File: src/rtl/gate_op_pkg.sv
// gate_op_pkg: shared definitions for the gate-op scheduler.
//   - 3-bit op codes for the bitwise gate unit (AND..NOT, plus one reserved code)
//   - self-test vector count and sweep FSM state encodings
//   - golden_bit(): reference truth table for one bit of a gate op. It is
//     written as truth-table constants so it does not share logic with
//     gate_eval_unit.
package gate_op_pkg;

  localparam logic [2:0] OP_AND  = 3'd0;
  localparam logic [2:0] OP_OR   = 3'd1;
  localparam logic [2:0] OP_NAND = 3'd2;
  localparam logic [2:0] OP_NOR  = 3'd3;
  localparam logic [2:0] OP_XOR  = 3'd4;
  localparam logic [2:0] OP_XNOR = 3'd5;
  localparam logic [2:0] OP_NOT  = 3'd6;
  localparam logic [2:0] OP_RSVD = 3'd7;

  // 7 ops x 4 operand-bit combinations
  localparam int SWEEP_VECTORS = 28;

  typedef enum logic [1:0] {
    S_IDLE = 2'd0,
    S_RUN  = 2'd1,
    S_DONE = 2'd2
  } sweep_state_t;

  // Truth table indexed by {a,b}: bit 3 = (1,1), bit 0 = (0,0).
  function automatic logic golden_bit(input logic [2:0] op, input logic a, input logic b);
    logic [3:0] tt;
    case (op)
      OP_AND:  tt = 4'b1000;
      OP_OR:   tt = 4'b1110;
      OP_NAND: tt = 4'b0111;
      OP_NOR:  tt = 4'b0001;
      OP_XOR:  tt = 4'b0110;
      OP_XNOR: tt = 4'b1001;
      OP_NOT:  tt = 4'b0011;
      default: tt = 4'b0000;
    endcase
    return tt[{a, b}];
  endfunction

endpackage

File: src/rtl/gate_eval_unit.sv
// gate_eval_unit: combinational bitwise gate evaluator.
// Ports:
//   op  in  3  op code (see gate_op_pkg)
//   a   in  W  operand a
//   b   in  W  operand b (ignored by NOT)
//   y   out W  result; 0 for the reserved op
//   err out 1  set when the reserved op code is used
module gate_eval_unit
  import gate_op_pkg::*;
#(
  parameter int W = 8
) (
  input  logic [2:0]   op,
  input  logic [W-1:0] a,
  input  logic [W-1:0] b,
  output logic [W-1:0] y,
  output logic         err
);

  // NOTE: every output gets a default before the case so no path leaves it
  // unassigned, which would otherwise infer a latch.
  always_comb begin
    y   = '0;
    err = 1'b0;
    case (op)
      OP_AND:  y = a & b;
      OP_OR:   y = a | b;
      OP_NAND: y = ~(a & b);
      OP_NOR:  y = ~(a | b);
      OP_XOR:  y = a ^ b;
      OP_XNOR: y = ~(a ^ b);
      OP_NOT:  y = ~a;
      default: err = 1'b1;
    endcase
  end

endmodule

File: src/rtl/gate_op_scheduler.sv
// gate_op_scheduler: shares one gate_eval_unit among NREQ requesters with
// round-robin arbitration and a single registered, id-tagged response.
// Optional self-test (macro GATE_OP_SCHED_SWEEP_EN) sweeps the full truth
// table of every op through the shared unit in otherwise idle cycles.
// Ports:
//   clk, rst                     clock, synchronous active-high reset
//   req_valid/req_ready [NREQ]   per-requester handshake (ready is one-hot or 0)
//   req_op [NREQ*3]              op code, requester i at [3i+2:3i]
//   req_a, req_b [NREQ*W]        operands, requester i at [W*i+W-1:W*i]
//   rsp_valid/rsp_ready          response handshake
//   rsp_id [IDW], rsp_y [W]      served requester and result
//   rsp_err                      reserved op code was used
//   sweep_start/busy/done/pass   self-test control and verdict (0 when disabled)
module gate_op_scheduler
  import gate_op_pkg::*;
#(
  parameter int  NREQ = 4,
  parameter int  W    = 8,
  localparam int IDW  = $clog2(NREQ)
) (
  input  logic              clk,
  input  logic              rst,
  input  logic [NREQ-1:0]   req_valid,
  output logic [NREQ-1:0]   req_ready,
  input  logic [NREQ*3-1:0] req_op,
  input  logic [NREQ*W-1:0] req_a,
  input  logic [NREQ*W-1:0] req_b,
  output logic              rsp_valid,
  input  logic              rsp_ready,
  output logic [IDW-1:0]    rsp_id,
  output logic [W-1:0]      rsp_y,
  output logic              rsp_err,
  input  logic              sweep_start,
  output logic              sweep_busy,
  output logic              sweep_done,
  output logic              sweep_pass
);

  logic [IDW-1:0] ptr;
  logic [IDW-1:0] grant;
  logic [IDW-1:0] scan_idx;
  logic           any_valid;
  logic           out_free;
  logic           transfer;

  logic [2:0]     eval_op;
  logic [W-1:0]   eval_a;
  logic [W-1:0]   eval_b;
  logic [W-1:0]   eval_y;
  logic           eval_err;

  // Round-robin grant: scan from the highest offset down so the lowest
  // offset from ptr that is valid wins.
  always_comb begin
    grant     = ptr;
    any_valid = 1'b0;
    scan_idx  = '0;
    for (int k = NREQ - 1; k >= 0; k--) begin
      scan_idx = IDW'((int'(ptr) + k) % NREQ);
      if (req_valid[scan_idx]) begin
        grant     = scan_idx;
        any_valid = 1'b1;
      end
    end
  end

  assign out_free = !rsp_valid || rsp_ready;
  assign transfer = any_valid && out_free;

  always_comb begin
    req_ready = '0;
    if (transfer) req_ready[grant] = 1'b1;
  end

`ifdef GATE_OP_SCHED_SWEEP_EN
  sweep_state_t state, state_next;
  logic [4:0]   vec_idx;
  logic         fail;
  logic         sweep_step;
  logic         sweep_last;
  logic         mismatch;
  logic [2:0]   sweep_op;
  logic         sweep_a;
  logic         sweep_b;

  // Vector index encodes {op[2:0], a, b}, so ops 0..6 cover indices 0..27.
  assign sweep_op   = vec_idx[4:2];
  assign sweep_a    = vec_idx[1];
  assign sweep_b    = vec_idx[0];
  // Requests always win the shared unit; the sweep only advances when idle.
  assign sweep_step = (state == S_RUN) && !any_valid;
  assign sweep_last = (vec_idx == 5'(SWEEP_VECTORS - 1));
  assign mismatch   = eval_err ||
                      (eval_y != {W{golden_bit(sweep_op, sweep_a, sweep_b)}});
`endif

  always_comb begin
    eval_op = req_op[3*int'(grant) +: 3];
    eval_a  = req_a[W*int'(grant) +: W];
    eval_b  = req_b[W*int'(grant) +: W];
`ifdef GATE_OP_SCHED_SWEEP_EN
    if (!any_valid) begin
      eval_op = sweep_op;
      eval_a  = {W{sweep_a}};
      eval_b  = {W{sweep_b}};
    end
`endif
  end

  gate_eval_unit #(.W(W)) u_eval (
    .op  (eval_op),
    .a   (eval_a),
    .b   (eval_b),
    .y   (eval_y),
    .err (eval_err)
  );

  // NOTE: sequential state uses non-blocking assignments so every register
  // samples pre-edge values regardless of statement order.
  always_ff @(posedge clk) begin
    if (rst) begin
      rsp_valid <= 1'b0;
      rsp_y     <= '0;
      rsp_id    <= '0;
      rsp_err   <= 1'b0;
      ptr       <= '0;
    end else if (transfer) begin
      rsp_valid <= 1'b1;
      rsp_y     <= eval_y;
      rsp_id    <= grant;
      rsp_err   <= eval_err;
      ptr       <= (grant == IDW'(NREQ - 1)) ? '0 : grant + 1'b1;
    end else if (rsp_ready) begin
      rsp_valid <= 1'b0;
    end
  end

`ifdef GATE_OP_SCHED_SWEEP_EN
  always_ff @(posedge clk) begin
    if (rst) state <= S_IDLE;
    else     state <= state_next;
  end

  always_comb begin
    state_next = state;
    sweep_busy = 1'b0;
    sweep_done = 1'b0;
    case (state)
      S_IDLE: if (sweep_start) state_next = S_RUN;
      S_RUN: begin
        sweep_busy = 1'b1;
        if (sweep_step && sweep_last) state_next = S_DONE;
      end
      S_DONE: begin
        sweep_done = 1'b1;
        state_next = S_IDLE;
      end
      default: state_next = S_IDLE;
    endcase
  end

  // The verdict is written on the last vector so it is already valid
  // during the sweep_done pulse.
  always_ff @(posedge clk) begin
    if (rst) begin
      vec_idx    <= '0;
      fail       <= 1'b0;
      sweep_pass <= 1'b0;
    end else if (state == S_IDLE && sweep_start) begin
      vec_idx    <= '0;
      fail       <= 1'b0;
      sweep_pass <= 1'b0;
    end else if (sweep_step) begin
      vec_idx <= vec_idx + 5'd1;
      if (mismatch) fail <= 1'b1;
      if (sweep_last) sweep_pass <= !(fail || mismatch);
    end
  end
`else
  logic sweep_start_unused;
  assign sweep_start_unused = sweep_start;
  assign sweep_busy         = 1'b0;
  assign sweep_done         = 1'b0;
  assign sweep_pass         = 1'b0;
`endif

endmodule

File: config.mk
export PLATFORM = sky130hd
export DESIGN_NAME = gate_op_scheduler
export DESIGN_NICKNAME = d
export VERILOG_FILES = /design/src/rtl/gate_op_pkg.sv /design/src/rtl/gate_eval_unit.sv /design/src/rtl/gate_op_scheduler.sv
export SDC_FILE = /design/constraint.sdc
export NUM_CORES = 1
export LEC_CHECK = 0
export ABC_AREA = 1
export BUFFER_PORTS_ARGS = -buffer_cell sky130_fd_sc_hd__buf_2
export CORE_MARGIN = 4
export CORE_UTILIZATION = 25
export CTS_BUF_LIST = sky130_fd_sc_hd__clkbuf_4 sky130_fd_sc_hd__clkbuf_8
export CTS_CLUSTER_DIAMETER = 30
export DETAILED_ROUTE_END_ITERATION = 10
export GPL_ROUTABILITY_DRIVEN = 0
export PLACE_DENSITY = 0.58
export RECOVER_POWER = 100
export SLEW_MARGIN = 5
export SYNTH_ARGS = -nofsm -noshare
export SYNTH_HDL_FRONTEND = slang
export SYNTH_SLANG_ARGS = --single-unit
File: constraint.sdc
create_clock -name clk -period 6.2 [get_ports clk]
set_input_delay 0.62 -clock clk [delete_from_list [all_inputs] [get_ports clk]]
set_output_delay 0.62 -clock clk [all_outputs]
set_load 0.02 [all_outputs]
==> flow_metrics.py, run 1 <==
metrics = {
    "flow_run": {
        "drv_cap": 0,
    },
    "logic_synthesis": {
        "yosys_register_bits": 14,
        "ys.flop_type": "dfxtp_1",
        "postSynthCellCount": 479,
        "yosysTopAreaCell": "nand2_1",
        "ys_warn_count": 0,
        "ys_seq_area_share_pct": 10.6,
        "syn_avg_cell_area_um2": 5.52,
        "synthesis.area_um2": 2650,
        "synth-edff-count": 0,
        "netlist.area_leader.share_pct": 24.7,
        "async_flop_share_pct": 0,
        "ys_types": 30,
        "yosys-top-cells-area": "nand2_1 25%, nand3_1 16%, dfxtp_1 11%, ha_1 9.5%, inv_1 8.5%",
    },
    "die": {
        "start_util_pct": 25.6,
        "die_h_um": 111,
        "num_rows": 37,
        "dieWidth_um": 111,
        "design.core.area_um2": 10300,
        "io_pins": 103,
        "die_area_um2": 12300,
    },
    "hold_path": {
        "hold_depth": 2,
        "hp-class": "reg -> reg",
    },
    "routing": {
        "first_pass_iters": 6,
        "wl_met3_um": 533,
        "drt_wl_total_mm": 7.87,
        "vias": 3089,
        "top_layer": "met4",
        "vias_per_cell": 4.46,
        "drc": 0,
        "met1_length_mm": 3.85,
        "met2_length_mm": 3.45,
        "drt_iter0_markers": 194,
        "ant_nets": 0,
        "wl_per_cell_um": 11.4,
    },
    "cts": {
        "postCtsSetupBuffers": 0,
        "insertion_delay_ps": 250,
        "cts_root_buf": "clkbuf_8",
        "clk_pin_slew_ps": 60,
        "cts_tree": "built",
        "cts-resized-gates": 0,
        "numCtsBuffers": 3,
        "hold_buffers": 0,
        "cts_buffer_depth": 2,
        "clock-sinks": 14,
        "htree_levels": 1,
    },
    "finish": {
        "final_cell_area_um2": 3130,
        "mostFrequentLayoutCells": "176 x nand2_1, 83 x nand3_1, 83 x buf_2, 63 x inv_1, 33 x nor2_1",
        "final_common_cell": "nand2_1",
        "num-nets-final": 662,
        "drive_above_1_share_pct": 21.4,
        "area_growth_pct": 18.2,
        "num_antenna_cells": 0,
    },
    "critical_path": {
        "critPathCaptureType": "output pin",
        "cp_data_arrival_time_ps": 3810,
        "cp.required_ps": 5580,
        "start_kind": "flop",
        "crit_path_max_fanout": 47,
        "r2r_cells": 20,
        "worstSetupPathType": "reg -> out",
    },
    "placed_design": {
        "dp_hpwl_mm": 6.15,
        "post_dp_cell_area_um2": 3120,
        "place_ws_ps": 2300,
        "port_buffers": 98,
    },
    "sta": {
        "setup_tns_ps": 0,
        "fin_crit_ps": 4430,
        "finClkSkew_ps": 0.605,
        "setup_slack_ps": 1770,
        "tightestPinTransition_ps": 1120,
        "setup_viol": 0,
        "max_slew_margin_pct": 25.4,
        "grt_setup_unrepaired": "no",
        "holdWs_ps": 473,
        "drv_slew": 0,
        "fmaxAchievable_mhz": 226,
        "finalHoldViolCount": 0,
        "period_share_pct": 71.5,
    },
    "global_routing": {
        "grt_pass1_wl_mm": 13.7,
        "grt_pass1_vias": 2928,
        "track_usage_pct": 12.7,
        "antenna_found_initial": 0,
        "grt_max_degree": 48,
        "overflow": 0,
    },
    "outcome": {
        "outcome": "complete, no violations",
    },
}
==> critical path, stage by stage, from the launching register on <==
cell	delay, ps
dfxtp_1	630
inv_6	80
nand2_1	90
and2_0	160
nand2_1	90
nand2_1	70
inv_1	70
nand3_1	390
nand2_4	400
inv_1	870
ha_1	280
inv_1	40
nor2_1	90
clkbuf_1	250
==> cell families after synthesis <==
group	count (synthesis)	synth area share, %
other	1	0.142
AOI/OAI and AO/OA	26	6.57
buffers and inverters	91	16.6
and+or+nand+nor	327	56.6
DFF	14	10.6
adders and majority gates	20	9.46
==> registers in the layout, summed over array words and instances (netlist names) <==
| register | flops |
|---|---|
| rsp_id | 2 |
| ptr | 2 |
| rsp_valid | 1 |
| rsp_err | 1 |
| rsp_y | 8 |
==> Yosys cell counts, types with 2 or more instances <==
library cell / number
buf_6: 5
nor2_4: 2
a21oi_1: 2
nor2_2: 3
o21ai_0: 8
nand2_2: 11
nand3_2: 5
nor2_1: 33
a21oi_2: 8
clkbuf_1: 3
nand4_1: 8
a211oi_1: 3
ha_1: 20
inv_2: 4
buf_4: 9
o21ai_1: 3
nand2_4: 6
buf_2: 8
nand3_1: 82
inv_1: 60
dfxtp_1: 14
nand2_1: 174
==> per-layer routing <==
metal	global-route usage, %	up-vias
met3	1.69	4
met2	21.8	107
met4	1.72	0
li1	-	1652
met1	17.4	1326
met5	0	-
==> area by class of cell <==
type,count,area [um2]
clock buffer,4,55.1
fill,1221,7200
inverter,65,249
multi-input combinational,376,1900
sequential,14,280
tap,136,170
timing repair buffer,98,472
==> metrics by stage <==
| step | instances | utilization (%) |
|---|---|---|
| 3_5_place_dp | 689 | 30.3 |
| 6_report | 693 | 30.3 |
| 2_1_floorplan | 481 | - |
| 5_1_grt | 693 | 30.3 |
| 4_1_cts | 693 | 30.8 |
| 3_3_place_gp | 689 | 30.3 |
==> path summary, 6_finish.rpt <==
kind | endpoint | startpoint | slack, ps
setup reg to reg | rsp_y[6] | ptr[0] | 1860
setup / recovery | req_ready[0] | ptr[0] | 1770
hold / removal | rsp_err | rsp_err | 470
hold reg to reg | rsp_err | rsp_err | 470
Power of run 1 is not shown: default switching activity piles up to over one toggle a cycle in this logic, so the estimate is an artifact.
==> inputs of run 2 (changes only) <==
==> constraint.sdc (replaced) <==
create_clock -name clk -period 4.2 [get_ports clk]
set_input_delay 0.42 -clock clk [delete_from_list [all_inputs] [get_ports clk]]
set_output_delay 0.42 -clock clk [all_outputs]
set_load 0.02 [all_outputs]
==> flow_metrics.py, run 2 (synthesis gave the netlist of run 1 again) <==
metrics = {
    "outcome": {
        "outcome": "complete, no violations",
    },
    "die": {
        "design.core.area_um2": 10300,
        "io_pins": 103,
        "die_h_um": 111,
        "start_util_pct": 25.6,
        "num_rows": 37,
        "die_area_um2": 12300,
        "dieWidth_um": 111,
    },
    "routing": {
        "first_pass_iters": 4,
        "drc": 0,
        "drt_wl_total_mm": 7.69,
        "wl_per_cell_um": 11.1,
        "ant_nets": 0,
        "vias": 3070,
        "drt_iter0_markers": 168,
        "vias_per_cell": 4.42,
    },
    "finish": {
        "num_antenna_cells": 0,
        "drive_above_1_share_pct": 22.9,
        "largestRegisters": "rsp_y: 8 flops, ptr: 2 flops, rsp_id: 2 flops",
        "area_growth_pct": 19.2,
        "largest_register_ffs": 8,
        "final_cell_area_um2": 3160,
        "mostFrequentLayoutCells": "174 x nand2_1, 83 x buf_2, 82 x nand3_1, 61 x inv_1, 33 x nor2_1",
        "fill_cells": 1197,
        "top_register": "rsp_y",
        "num-nets-final": 664,
        "final_common_cell": "nand2_1",
    },
    "placed_design": {
        "port_buffers": 98,
        "post_dp_cell_area_um2": 3140,
        "dp_hpwl_mm": 6.17,
    },
    "hold_path": {
        "whs_endpoint": "rsp_err",
        "hp-class": "reg -> reg",
        "min-delay-start": "rsp_err",
        "hold_depth": 2,
    },
    "sta": {
        "setup_viol": 0,
        "finClkSkew_ps": 1.70,
        "finalHoldViolCount": 0,
        "period_share_pct": 86.8,
        "max_slew_margin_pct": 59.9,
        "fin_crit_ps": 3650,
        "fmaxAchievable_mhz": 274,
        "drv_slew": 0,
        "setup_tns_ps": 0,
        "holdWs_ps": 463,
        "grt_setup_unrepaired": "no",
        "tightestPinTransition_ps": 600,
    },
    "cts": {
        "clock-sinks": 14,
        "cts_buffer_depth": 2,
        "cts_root_buf": "clkbuf_8",
        "postCtsSetupBuffers": 0,
        "hold_buffers": 0,
        "cts-resized-gates": 0,
        "clk_pin_slew_ps": 50,
        "numCtsBuffers": 3,
        "htree_levels": 1,
        "cts_tree": "built",
        "insertion_delay_ps": 240,
    },
    "critical_path": {
        "r2r-end": "rsp_y[7]",
        "r2r_cells": 18,
        "critPathCaptureType": "flop",
        "crit_path_max_fanout": 36,
        "worstSetupPathType": "reg -> reg",
        "cp.required_ps": 4380,
        "start_kind": "flop",
        "cp_data_arrival_time_ps": 3830,
        "reg2reg_from": "ptr[0]",
        "reg2reg_slack_ps": 550,
    },
    "global_routing": {
        "grt_pass1_wl_mm": 12.9,
        "grt_max_degree": 37,
        "overflow": 0,
        "antenna_found_initial": 0,
        "track_usage_pct": 12.0,
        "grt_pass1_vias": 2851,
    },
    "flow_run": {
        "drv_cap": 0,
    },
}
[run 2: changes by cell type in the layout (fill, tap and decap cells not counted), moves of 2 or more]
cell,delta
inv_1,-2
buf_4,+2
a21oi_2,+3
nand2_1,-2
a21oi_1,-3
inv_2,+2
[run 2: worst max path at each step]
stage / from / to / cells after the start
floorplan: ptr[0] / rsp_y[2] / 24
global placement: ptr[0] / rsp_y[7] / 19
detailed placement: ptr[0] / rsp_y[7] / 18
CTS: ptr[0] / rsp_y[7] / 18
global route: ptr[0] / rsp_y[7] / 18
finish: ptr[0] / rsp_y[7] / 18
[run 2: critical path, stage by stage, from the launching register on]
cell	delay [ps]
dfxtp_1	630
nand2_1	140
and2_0	210
nand2_1	90
nand2_1	60
inv_1	110
nand3_2	250
nand2_4	260
buf_4	350
nand2_1	100
nand3_1	90
nand2_2	200
nor2_2	480
nand3_1	140
nand2_1	100
nor2_1	40
nand2_1	90
nand2_1	80
a21oi_2	120
[run 2: layout make-up]
type                            instances  area [um2]  share of cell area, %
Clock buffer                            3        41.3                   1.31
Timing Repair Buffer                  100         487                   15.4
Multi-Input combinational cell        376        1930                   61.1
Sequential cell                        14         280                   8.88
Tap cell                              136         170                   5.39
Inverter                               65         249                   7.89
[run 2: routing by layer]
metal  global-route usage [%]  part of all wire [%]
met2                     20.8                    44
met3                     1.64                   7.3
met1                     16.3                    49
met5                        0                     0
met4                     1.23                  0.27
[run 2: per-stage QoR]
stage	setup WS [ps]	instances	utilization (%)
3_5_place_dp	606	691	30.4
2_1_floorplan	1570	481	-
6_report	552	694	30.6
5_1_grt	87.0	694	30.6
4_1_cts	596	694	30.8
3_3_place_gp	730	691	30.4
Power of run 2 is left out for the same reason.
==> inputs of run 3 (changes only) <==
--- a/config.mk
+++ b/config.mk
@@ -13,8 +13,8 @@
 export CTS_CLUSTER_DIAMETER = 30
 export DETAILED_ROUTE_END_ITERATION = 10
 export GPL_ROUTABILITY_DRIVEN = 0
-export PLACE_DENSITY = 0.58
 export RECOVER_POWER = 100
+export REMOVE_ABC_BUFFERS = 1
 export SLEW_MARGIN = 5
 export SYNTH_ARGS = -nofsm -noshare
 export SYNTH_HDL_FRONTEND = slang
==> flow_metrics.py, run 3 (synthesis gave the netlist of run 1 again) <==
metrics = {
    "die": {
        "start_util_pct": 25.6,
        "die_area_um2": 12300,
        "dieWidth_um": 111,
        "design.core.area_um2": 10300,
        "io_pins": 103,
        "die_h_um": 111,
        "num_rows": 37,
    },
    "global_routing": {
        "grt_pass1_wl_mm": 13.4,
        "grt_pass1_vias": 3012,
        "antenna_found_initial": 0,
        "track_usage_pct": 12.7,
        "overflow": 0,
        "grt_max_degree": 36,
    },
    "routing": {
        "drc": 0,
        "wl_per_cell_um": 11.4,
        "ant_nets": 0,
        "vias_per_cell": 4.49,
        "drt_iter0_markers": 198,
        "first_pass_iters": 4,
        "drt_wl_total_mm": 7.94,
        "vias": 3121,
    },
    "finish": {
        "fill_cells": 1177,
        "largest_register_ffs": 8,
        "final_common_cell": "nand2_1",
        "mostFrequentLayoutCells": "176 x nand2_1, 83 x buf_2, 82 x nand3_1, 62 x inv_1, 33 x nor2_1",
        "drive_above_1_share_pct": 22.2,
        "num_antenna_cells": 0,
        "num-nets-final": 664,
        "seq_area_um2": 280,
        "multi_input_area_um2": 1920,
        "fin_util_pct": 30.6,
        "layoutNonFillerInstCount": 695,
        "largestRegisters": "rsp_y: 8 flops, ptr: 2 flops, rsp_id: 2 flops",
        "area_growth_pct": 19.3,
        "top_register": "rsp_y",
    },
    "critical_path": {
        "cp_data_arrival_time_ps": 3690,
        "reg2reg_slack_ps": 630,
        "cp.required_ps": 4320,
        "start_kind": "flop",
        "r2r-end": "rsp_y[5]",
        "crit_path_max_fanout": 30,
        "cp-startpoint": "ptr[0]",
        "r2r_cells": 20,
        "reg2reg_from": "ptr[0]",
        "critPathCaptureType": "flop",
        "worstSetupPathType": "reg -> reg",
    },
    "sta": {
        "setup_tns_ps": 0,
        "period_share_pct": 85.0,
        "finClkSkew_ps": 7.18,
        "grt_setup_unrepaired": "no",
        "setup_slack_ps": 630,
        "tightestPinTransition_ps": 1150,
        "setup_viol": 0,
        "max_slew_margin_pct": 23.1,
        "drv_slew": 0,
        "finalHoldViolCount": 0,
        "fin_crit_ps": 3570,
        "fmaxAchievable_mhz": 280,
    },
    "cts": {
        "cts_root_buf": "clkbuf_8",
        "cts-resized-gates": 0,
        "numCtsBuffers": 3,
        "cts_buffer_depth": 2,
        "htree_levels": 1,
        "clk_pin_slew_ps": 70,
        "cts_tree": "built",
        "postCtsSetupBuffers": 0,
        "insertion_delay_ps": 250,
        "clock-sinks": 14,
        "hold_buffers": 0,
    },
    "outcome": {
        "outcome": "complete, no violations",
    },
    "flow_run": {
        "drv_cap": 0,
    },
    "hold_path": {
        "hold_depth": 2,
        "hp-class": "reg -> reg",
        "min-delay-start": "rsp_err",
        "whs_endpoint": "rsp_err",
    },
    "placed_design": {
        "place_inst": 691,
        "dp_hpwl_mm": 6.22,
        "port_buffers": 98,
        "place_ws_ps": 722,
    },
}
-- run 3: changes by cell type in the layout (fill, tap and decap cells not counted), sizes merged --
cell / previous run / this run
clkbuf: 18 / 19
-- run 3: critical path, cell delays in order (launching register included) --
cell and delay (ps):
dfxtp_1 600, nand2_1 90, o21ai_0 170, nand2_1 130, nand2_1 110, nand2_1 60, nand2_1 100, nand3_2 270
nand2_4 310, buf_4 360, nand2_1 90, nand3_1 80, o21ai_0 170, ha_1 400, inv_1 40, nand4_1 80
nand2_1 60, nor2_1 90, nand2_1 70, nand2_1 70, a21oi_1 70
-- run 3: layer usage --
metal,wire length (um),vias to the layer above,GRT usage [%]
met5,0,-,0
met1,3750,1381,15.9
met3,466,2,2.18
li1,-,1652,-
met4,10,0,2.22
met2,3720,86,22.9
-- run 3: how the worst max path moves through the flow --
stage,end,slack [ps],depth (start not counted)
5_1_grt,rsp_y[5],200,20
2_1_floorplan,rsp_y[0],1250,19
6_report,rsp_y[5],630,20
3_5_place_dp,rsp_y[4],720,19
4_1_cts,rsp_y[4],700,19
3_3_place_gp,rsp_y[4],830,19
-- run 3: cell type report --
cell class                 instances  share of cell area (%)
timing repair buffer             100                    15.4
inverter                          65                    7.89
clock buffer                       4                    1.74
sequential                        14                    8.88
tap                              136                    5.39
multi-input combinational        376                    60.7
-- run 3: stage by stage --
step | instance area, um2 | hold slack [ps]
global route | 3160 | 505
CTS | 3190 | 478
global placement | 3140 | 464
detailed placement | 3140 | 469
finish | 3160 | 482
floorplan | 2460 | 482
Power of run 3 is left out for the same reason.
